==> src/rtl/loader_pkg.sv <==
// Shared types and widths for the instruction-memory boot loader.
// The state enum is exported so the core's top level can monitor loader status.
package loader_pkg;

    localparam int LEN_W = 16;
    localparam int CHK_W = 8;

    typedef enum logic [2:0] {
        ST_IDLE   = 3'd0,
        ST_LEN_LO = 3'd1,
        ST_LEN_HI = 3'd2,
        ST_DATA   = 3'd3,
        ST_CHECK  = 3'd4,
        ST_DONE   = 3'd5,
        ST_ERR    = 3'd6
    } state_e;

endpackage

==> src/rtl/imem_loader_byte_packer.sv <==
// Assembles little-endian bytes into 32-bit words.
// The completed word is presented combinationally alongside its 4th byte.
module byte_packer
    import loader_pkg::*;
(
    input  logic        i_clk,
    input  logic        i_rst_n,
    input  logic        i_clear,
    input  logic        i_byte_en,
    input  logic [7:0]  i_byte,
    output logic [31:0] o_word,
    output logic        o_word_done
);

    logic [1:0]  r_idx;
    logic [23:0] r_lanes;

    always_ff @(posedge i_clk) begin
        if (!i_rst_n) begin
            r_idx   <= 2'd0;
            r_lanes <= 24'd0;
        end else if (i_clear) begin
            r_idx   <= 2'd0;
            r_lanes <= 24'd0;
        end else if (i_byte_en) begin
            case (r_idx)
                2'd0:    r_lanes[7:0]   <= i_byte;
                2'd1:    r_lanes[15:8]  <= i_byte;
                2'd2:    r_lanes[23:16] <= i_byte;
                default: ;
            endcase
            r_idx <= r_idx + 2'd1;
        end
    end

    // The top lane is never stored; it rides straight through with the 4th byte.
    assign o_word      = {i_byte, r_lanes};
    assign o_word_done = i_byte_en && (r_idx == 2'd3);

endmodule

==> src/rtl/imem_loader.sv <==
// Boot-time instruction memory writer: parses a length/payload/checksum byte
// stream, writes words from address 0 and holds the core until verified.
module imem_loader
    import loader_pkg::*;
#(
    parameter int DEPTH_WORDS = 256
) (
    input  logic        clk,
    input  logic        rst_n,
    input  logic        start,
    input  logic        byte_valid,
    input  logic [7:0]  byte_data,
    output logic        byte_ready,
    output logic        im_we,
    output logic [31:0] im_addr,
    output logic [31:0] im_wdata,
    output logic        cpu_hold,
    output logic        done,
    output logic        error
);

    localparam int WIDX_W = $clog2(DEPTH_WORDS + 1);

    state_e             r_state;
    logic [LEN_W-1:0]   r_len;
    logic [WIDX_W-1:0]  r_word_idx;
    logic [CHK_W-1:0]   r_sum;
    logic               r_we;
    logic [31:0]        r_addr;
    logic [31:0]        r_wdata;
    logic               r_hold;
    logic               r_done;
    logic               r_error;

    logic               w_ready;
    logic               w_xfer;
    logic               w_start;
    logic               w_word_en;
    logic               w_word_done;
    logic               w_last_word;
    logic [31:0]        w_word;
    logic [LEN_W-1:0]   w_len_full;
    logic [31:0]        w_addr_next;

    assign w_ready = (r_state == ST_LEN_LO) || (r_state == ST_LEN_HI) ||
                     (r_state == ST_DATA)   || (r_state == ST_CHECK);
    assign w_xfer  = byte_valid && w_ready;
    assign w_start = start && ((r_state == ST_IDLE) || (r_state == ST_DONE) ||
                               (r_state == ST_ERR));

    assign w_word_en   = w_xfer && (r_state == ST_DATA);
    assign w_len_full  = {byte_data, r_len[7:0]};
    assign w_last_word = ({{(LEN_W - WIDX_W){1'b0}}, r_word_idx} + LEN_W'(1)) == r_len;
    assign w_addr_next = 32'({r_word_idx, 2'b00});

    byte_packer u_packer (
        .i_clk       (clk),
        .i_rst_n     (rst_n),
        .i_clear     (w_start),
        .i_byte_en   (w_word_en),
        .i_byte      (byte_data),
        .o_word      (w_word),
        .o_word_done (w_word_done)
    );

    always_ff @(posedge clk) begin
        if (!rst_n) begin
            r_state    <= ST_IDLE;
            r_len      <= '0;
            r_word_idx <= '0;
            r_sum      <= '0;
            r_we       <= 1'b0;
            r_addr     <= 32'd0;
            r_wdata    <= 32'd0;
            r_hold     <= 1'b1;
            r_done     <= 1'b0;
            r_error    <= 1'b0;
        end else begin
            r_we <= 1'b0;
            if (w_start) begin
                r_state    <= ST_LEN_LO;
                r_done     <= 1'b0;
                r_error    <= 1'b0;
                r_sum      <= '0;
                r_word_idx <= '0;
                r_hold     <= 1'b1;
            end else begin
                case (r_state)
                    ST_LEN_LO: if (w_xfer) begin
                        r_len[7:0] <= byte_data;
                        r_state    <= ST_LEN_HI;
                    end
                    ST_LEN_HI: if (w_xfer) begin
                        r_len[LEN_W-1:8] <= byte_data;
                        if (w_len_full > LEN_W'(DEPTH_WORDS)) begin
                            r_state <= ST_ERR;
                            r_error <= 1'b1;
                        end else if (w_len_full == '0) begin
                            r_state <= ST_CHECK;
                        end else begin
                            r_state <= ST_DATA;
                        end
                    end
                    ST_DATA: if (w_xfer) begin
                        r_sum <= r_sum + byte_data;
                        if (w_word_done) begin
                            r_we       <= 1'b1;
                            r_wdata    <= w_word;
                            r_addr     <= w_addr_next;
                            r_word_idx <= r_word_idx + 1'b1;
                            if (w_last_word) r_state <= ST_CHECK;
                        end
                    end
                    // The sum already includes the final payload byte when CHECK is entered.
                    ST_CHECK: if (w_xfer) begin
                        if (byte_data == r_sum) begin
                            r_state <= ST_DONE;
                            r_done  <= 1'b1;
                            r_hold  <= 1'b0;
                        end else begin
                            r_state <= ST_ERR;
                            r_error <= 1'b1;
                        end
                    end
                    default: ;
                endcase
            end
        end
    end

    assign byte_ready = w_ready;
    assign im_we      = r_we;
    assign im_addr    = r_addr;
    assign im_wdata   = r_wdata;
    assign cpu_hold   = r_hold;
    assign done       = r_done;
    assign error      = r_error;

endmodule

==> config.mk <==
export PLATFORM = sky130hd
export DESIGN_NAME = imem_loader
export DESIGN_NICKNAME = d
export VERILOG_FILES = /design/src/rtl/loader_pkg.sv /design/src/rtl/imem_loader_byte_packer.sv /design/src/rtl/imem_loader.sv
export SDC_FILE = /design/constraint.sdc
export NUM_CORES = 1
export LEC_CHECK = 0
export CAP_MARGIN = 40
export CORE_MARGIN = 4
export CORE_UTILIZATION = 55
export CTS_CLUSTER_DIAMETER = 120
export DETAILED_ROUTE_END_ITERATION = 6
export GPL_TIMING_DRIVEN = 0
export PLACE_DENSITY = 0.88
export SYNTH_ARGS = -nofsm -noshare
export SYNTH_HDL_FRONTEND = slang
export SYNTH_HIERARCHICAL = 1
export SYNTH_SLANG_ARGS = --single-unit
==> constraint.sdc <==
create_clock -name clk -period 3.3 [get_ports clk]
set_input_delay 0.66 -clock clk [delete_from_list [all_inputs] [get_ports clk]]
set_output_delay 0.66 -clock clk [all_outputs]
set_load 0.01 [all_outputs]
Word level (Yosys, flattened, before mapping)
Cells that the tools add are included.

Register bits: 107. Input bits: 12. Output and inout port bits: 69. Word-level logic and storage cells: 96.

Add/sub/neg operators: 4. $lt $le $gt $ge: 1. Equality and inequality tests: 25. Mux-type cells: 17. Bitwise logic cells: 4. Reduce and logical (&&, ||, !) cells: 29.

Operators by type and width (count): two-way mux 3 bit (8); == test 10 x 16 -> 1 bit (1); > comparator 16 x 9 -> 1 bit, second input constant (1); zero test 16 bit (1); inequality test 3 x 2 -> 1 bit, second input constant (5); AND reduction 7 bit (2); inequality test 2 bit, second input constant (6); one-hot mux 3 bit (4 select lines) (1); AND reduction 3 bit (4); adder 9 x 1 -> 10 bit, second input constant (1); adder 9 x 1 -> 9 bit, second input constant (1); == test 3 bit, second input constant (3); adder 8 bit (1); == test 8 bit (1); AND reduction 2 bit (4); == test 3 x 2 -> 1 bit, second input constant (2); two-way mux 1 bit (6); logical OR 1 bit (5); AND reduction 5 bit (1); nonzero test 5 bit (1); == test 2 bit, second input constant (2); logical AND 1 bit (4); inequality test 2 x 1 -> 1 bit, second input constant (2); NOT 1 bit (4); other kinds (13) (13).

Logic depth before layout (Yosys ltp)
Depth in word-level cells: 11. Mapped depth: 14. Mapped depth without buffers: 10.

Modules after synthesis
The synthesis kept the hierarchy.

Modules (own cells, without submodules): imem_loader (times used 1, cells an instance 507, area each 4187.8 µm², seq. area each 1621.6 µm²); byte_packer (times used 1, cells an instance 133, area each 1407.6 µm², seq. area each 520.5 µm²).

Worst setup path after synthesis
Ideal clock, no wire load.

Path kind: input to register. From: input byte_valid. To: register r_word_idx[5]. Setup time: 129 ps. Data arrival time: 2713 ps. Required time: 3171 ps. Slack: 458 ps. Stages on the path: 14. Path buffers: 6. Path through: buf_2 nand2_1 or3_1 buf_2 inv_2 buf_2 buf_6 buf_2 and2_1 nand2_2 buf_2 nor3_1 xnor2_1 nor2_1.

Longest elaborated chain between the ends: 4.

Ends and longest elaborated chain: start, declared (line imem_loader.sv:11) `input logic byte_valid,`; logical AND 1 bit (line imem_loader.sv:47) `assign w_xfer = byte_valid && w_ready;`; logical AND 1 bit (line imem_loader.sv:51) `assign w_word_en = w_xfer && (r_state == ST_DATA);`; via w_word_en (line imem_loader.sv:38) `logic w_word_en;`; logical AND 1 bit (line imem_loader_byte_packer.sv:38) `assign o_word_done = i_byte_en && (r_idx == 2'd3);`; via w_word_done (line imem_loader.sv:39) `logic w_word_done;`; AND reduction 3 bit (no line); end signal, assigned (line imem_loader.sv:110) `r_word_idx <= r_word_idx + 1'b1;`; end, declared (line imem_loader.sv:26) `logic [WIDX_W-1:0] r_word_idx;`.

The timed path passes the listed nets, and every way through them passes these cells. A chain may end at the register's enable or synchronous reset.

Final worst setup path
From: input byte_valid. To: register r_addr[6], in the netlist im_addr[6].

Longest elaborated chain between the ends: 4.

Ends and longest elaborated chain: logical AND 1 bit (line imem_loader.sv:47); logical AND 1 bit (line imem_loader.sv:51); via w_word_en (line imem_loader.sv:38); logical AND 1 bit (line imem_loader_byte_packer.sv:38); via w_word_done (line imem_loader.sv:39); AND reduction 4 bit (no line); end signal, assigned (line imem_loader.sv:109) `r_addr <= w_addr_next;`; end, declared (line imem_loader.sv:29) `logic [31:0] r_addr;`.

The timed path passes the listed nets, and every way through them passes these cells.

==> summary.txt <==
Drt
  • Pre-Repair DR Iteration Count: 5
  • WL final: 13,700 um
  • Initial DRC Count: 309
  • DR vias/cell: 5.47
  • WL/cell: 15.8 um
  • Via count: 4,743
  • Remaining DRCs: 0
  • Final antenna-violating net count: 0

Yosys
  • Synth top area share: 0.383
  • Cell area after synthesis: 0.00560 sq mm
  • Count leader, synth: nand2_1
  • Synth Flop Type: dfxtp_1
  • Synth top area cells: dfxtp_1, nand2_1, a21boi_1
  • Unique masters post-synth: 57
  • Commonest cells post-synth: nand2_1, dfxtp_1, a21boi_1
  • Sequential share of the synthesized area: 0.383
  • Synth Instances: 640
  • Flops & latches, synth: 107
  • FFs w/ async S/R, synth: 0
  • Cell accounting for the most synthesized area: dfxtp_1
  • EDFF count, synth: 0
  • Synth Warn #: 6
  • Mean Syn Cell Area: 8.74 sq um

Clocking
  • Hold_buf cts: 0
  • Worst-path clk slew: 0.10 ns
  • Max clock buf depth: 2
  • CTS tree: yes
  • Clock sinks: 107
  • CTS HTree Levels: 3
  • Clock Latency Late Sink: 0.37 ns
  • Clock root buffer: clkbuf_8
  • TritonCTS Buffers: 9

Floorplan
  • Core Area: 0.00982 sq mm
  • Die Ht: 109 um
  • I/O pins: 81
  • Die area: 0.0119 sq mm
  • Initial core utilization: 0.570
  • Die W: 109 um
  • Rows: 36

Timing
  • Slew @ Worst Pin: 0.805 ns
  • Clock Skew: 0.00556 ns
  • Fin Hold WS: 0.453 ns
  • Final worst slack: 0.222 ns
  • Unrepaired setup endpoints after global routing: no
  • Achievable Freq: 325 MHz
  • Setup TNS: 0 ns
  • Fin crit period: 3.08 ns
  • Fin crit share: 0.933
  • Final setup viols: 0
  • Fin. Hold Viols: 0
  • Slew Limit Headroom: 0.459
  • Pins Over Slew Limit: 0

Finish
  • Post-Route Utilization: 0.674
  • # fillers: 838
  • Final Cell Area: 0.00662 sq mm
  • Antenna cells: 0
  • Cell Count, Final, Fillers Out: 867
  • Layout cells sized above 1: 0.157
  • Nets@finish: 754
  • Syn-to-layout area delta: 18.2%

Worst setup path
  • Critical path type: in -> reg
  • Critical Path End Type: flip-flop
  • CP startpoint kind: primary input
  • Critical path origin: byte_valid
  • Arr. time, crit path: 3.34 ns
  • Worst r2r src: r_state[1]
  • R2R depth: 14
  • CP required: 3.56 ns
  • Critical Path Fanout Max: 10

Power
  • Peak supply drop: 0.000236 V
  • Pwr/cell area: 365 mW/mm^2
  • P_leak: 2.40 nW
  • Pwr Total: 2.42 mW

GRT
  • First-pass GRT wire length: 22,200 um
  • Largest net degree at the start of global routing: 19
  • Vias in the first global route: 4,668
  • Global Route Usage Sum: 0.236
  • Gr ovfl total: 0
  • Initial antenna violation count: 0

Run status
  • Outcome: finished, final reports clean

Placed design
  • Placed Cells: 851
  • Setup Slack @ Placement: -0.142 ns
  • Number of port buffers: 56
  • Detailed Place HPWL: 9930 um
  • RD Place Congestion: 0.890
  • Cell Area, Placed: 0.00640 sq mm

Min path
  • Hold Startpoint: u_packer/r_lanes[16]
  • Worst min-delay path class: reg -> reg
  • Hold depth: 2

Job
  • MaxCap Viol Count: 0
## flip-flops by register name, summed over array words and instances (netlist names), 2 cells and up
signal and cells:
im_addr 9, im_wdata 32, r_len 16, r_state 3, r_sum 8, r_word_idx 9
u_packer/r_idx 2, u_packer/r_lanes 24
## cell families after synthesis
kind of cell               Yosys count  synth area share
buffers and inverters               91             0.107
AOI/OAI and AO/OA                  147             0.208
muxes                               16            0.0288
DFF                                107             0.383
and+or+nand+nor                    235             0.193
other                                1          0.000670
xor gates and xnor gates            30            0.0483
adders and majority gates           13            0.0304
## layout by cell type (no fill, tap or decap), drive strengths merged, types with 2 or more instances in the layout
cell type / n
nand2: 127
dfxtp: 107
buf: 64
clkdlybuf4s50: 56
a21boi: 49
a21oi: 41
nand3: 28
clkbuf: 26
nor2: 24
a21bo: 24
conb: 23
xnor2: 20
mux2i: 15
inv: 13
nor2b: 12
ha: 12
xor2: 10
o21ai: 10
nor3: 9
nor4: 8
or3: 7
nand4: 6
a211oi: 5
nand2b: 3
a31oi: 3
o22ai: 3
a21o: 3
and2: 2
o211a: 2
nor3b: 2
clkinvlp: 2
nor4b: 2
and3: 2
## metal layers
metal	up-vias	GRT usage	wire, um
li1	2301	-	-
met1	2222	0.289	5720
met2	183	0.398	6560
met5	-	0	0
met3	37	0.0527	941
met4	0	0.0965	449
## final timing paths
check | endpoint | slack, ns
setup / recovery | im_addr[6] | 0.22
hold / removal | im_wdata[16] | 0.45
hold reg to reg | im_wdata[16] | 0.45
setup reg to reg | im_addr[6] | 0.23
## worst max-delay path: stages
cell and delay, ns:
buf_2 0.18, nand2_1 0.13, or3_1 0.32, buf_2 0.19, inv_2 0.09, buf_2 0.21
buf_6 0.15, buf_2 0.22, and2_1 0.28, nand2_2 0.16, buf_2 0.24, clkbuf_1 0.25
nand2_1 0.15, a21boi_1 0.08
## area by class of cell
class	instances	area (sq um)	area share
multi-input cells	464	2940	0.444
flip-flops and latches	107	2140	0.324
repair buffers	56	561	0.0847
plain buffers	80	561	0.0847
well taps	133	166	0.0252
clock buffers	10	138	0.0208
clock inverters	6	71.3	0.0108
inverters	11	41.3	0.00624
## report_power, final
part,total (mW),leakage [nW],internal (mW),switching (mW)
Clock,0.835,0.0995,0.378,0.457
Sequential,1.31,0.862,1.30,0.00784
Combinational,0.272,1.44,0.113,0.160
## timing repair
item	4_1_cts	5_1_grt
endpoints found under the hold margin	0	0
buffers inserted	0	0
setup endpoints to repair	0	1
resized for setup	0	2
No activity file was read; power rests on OpenSTA's default activity.
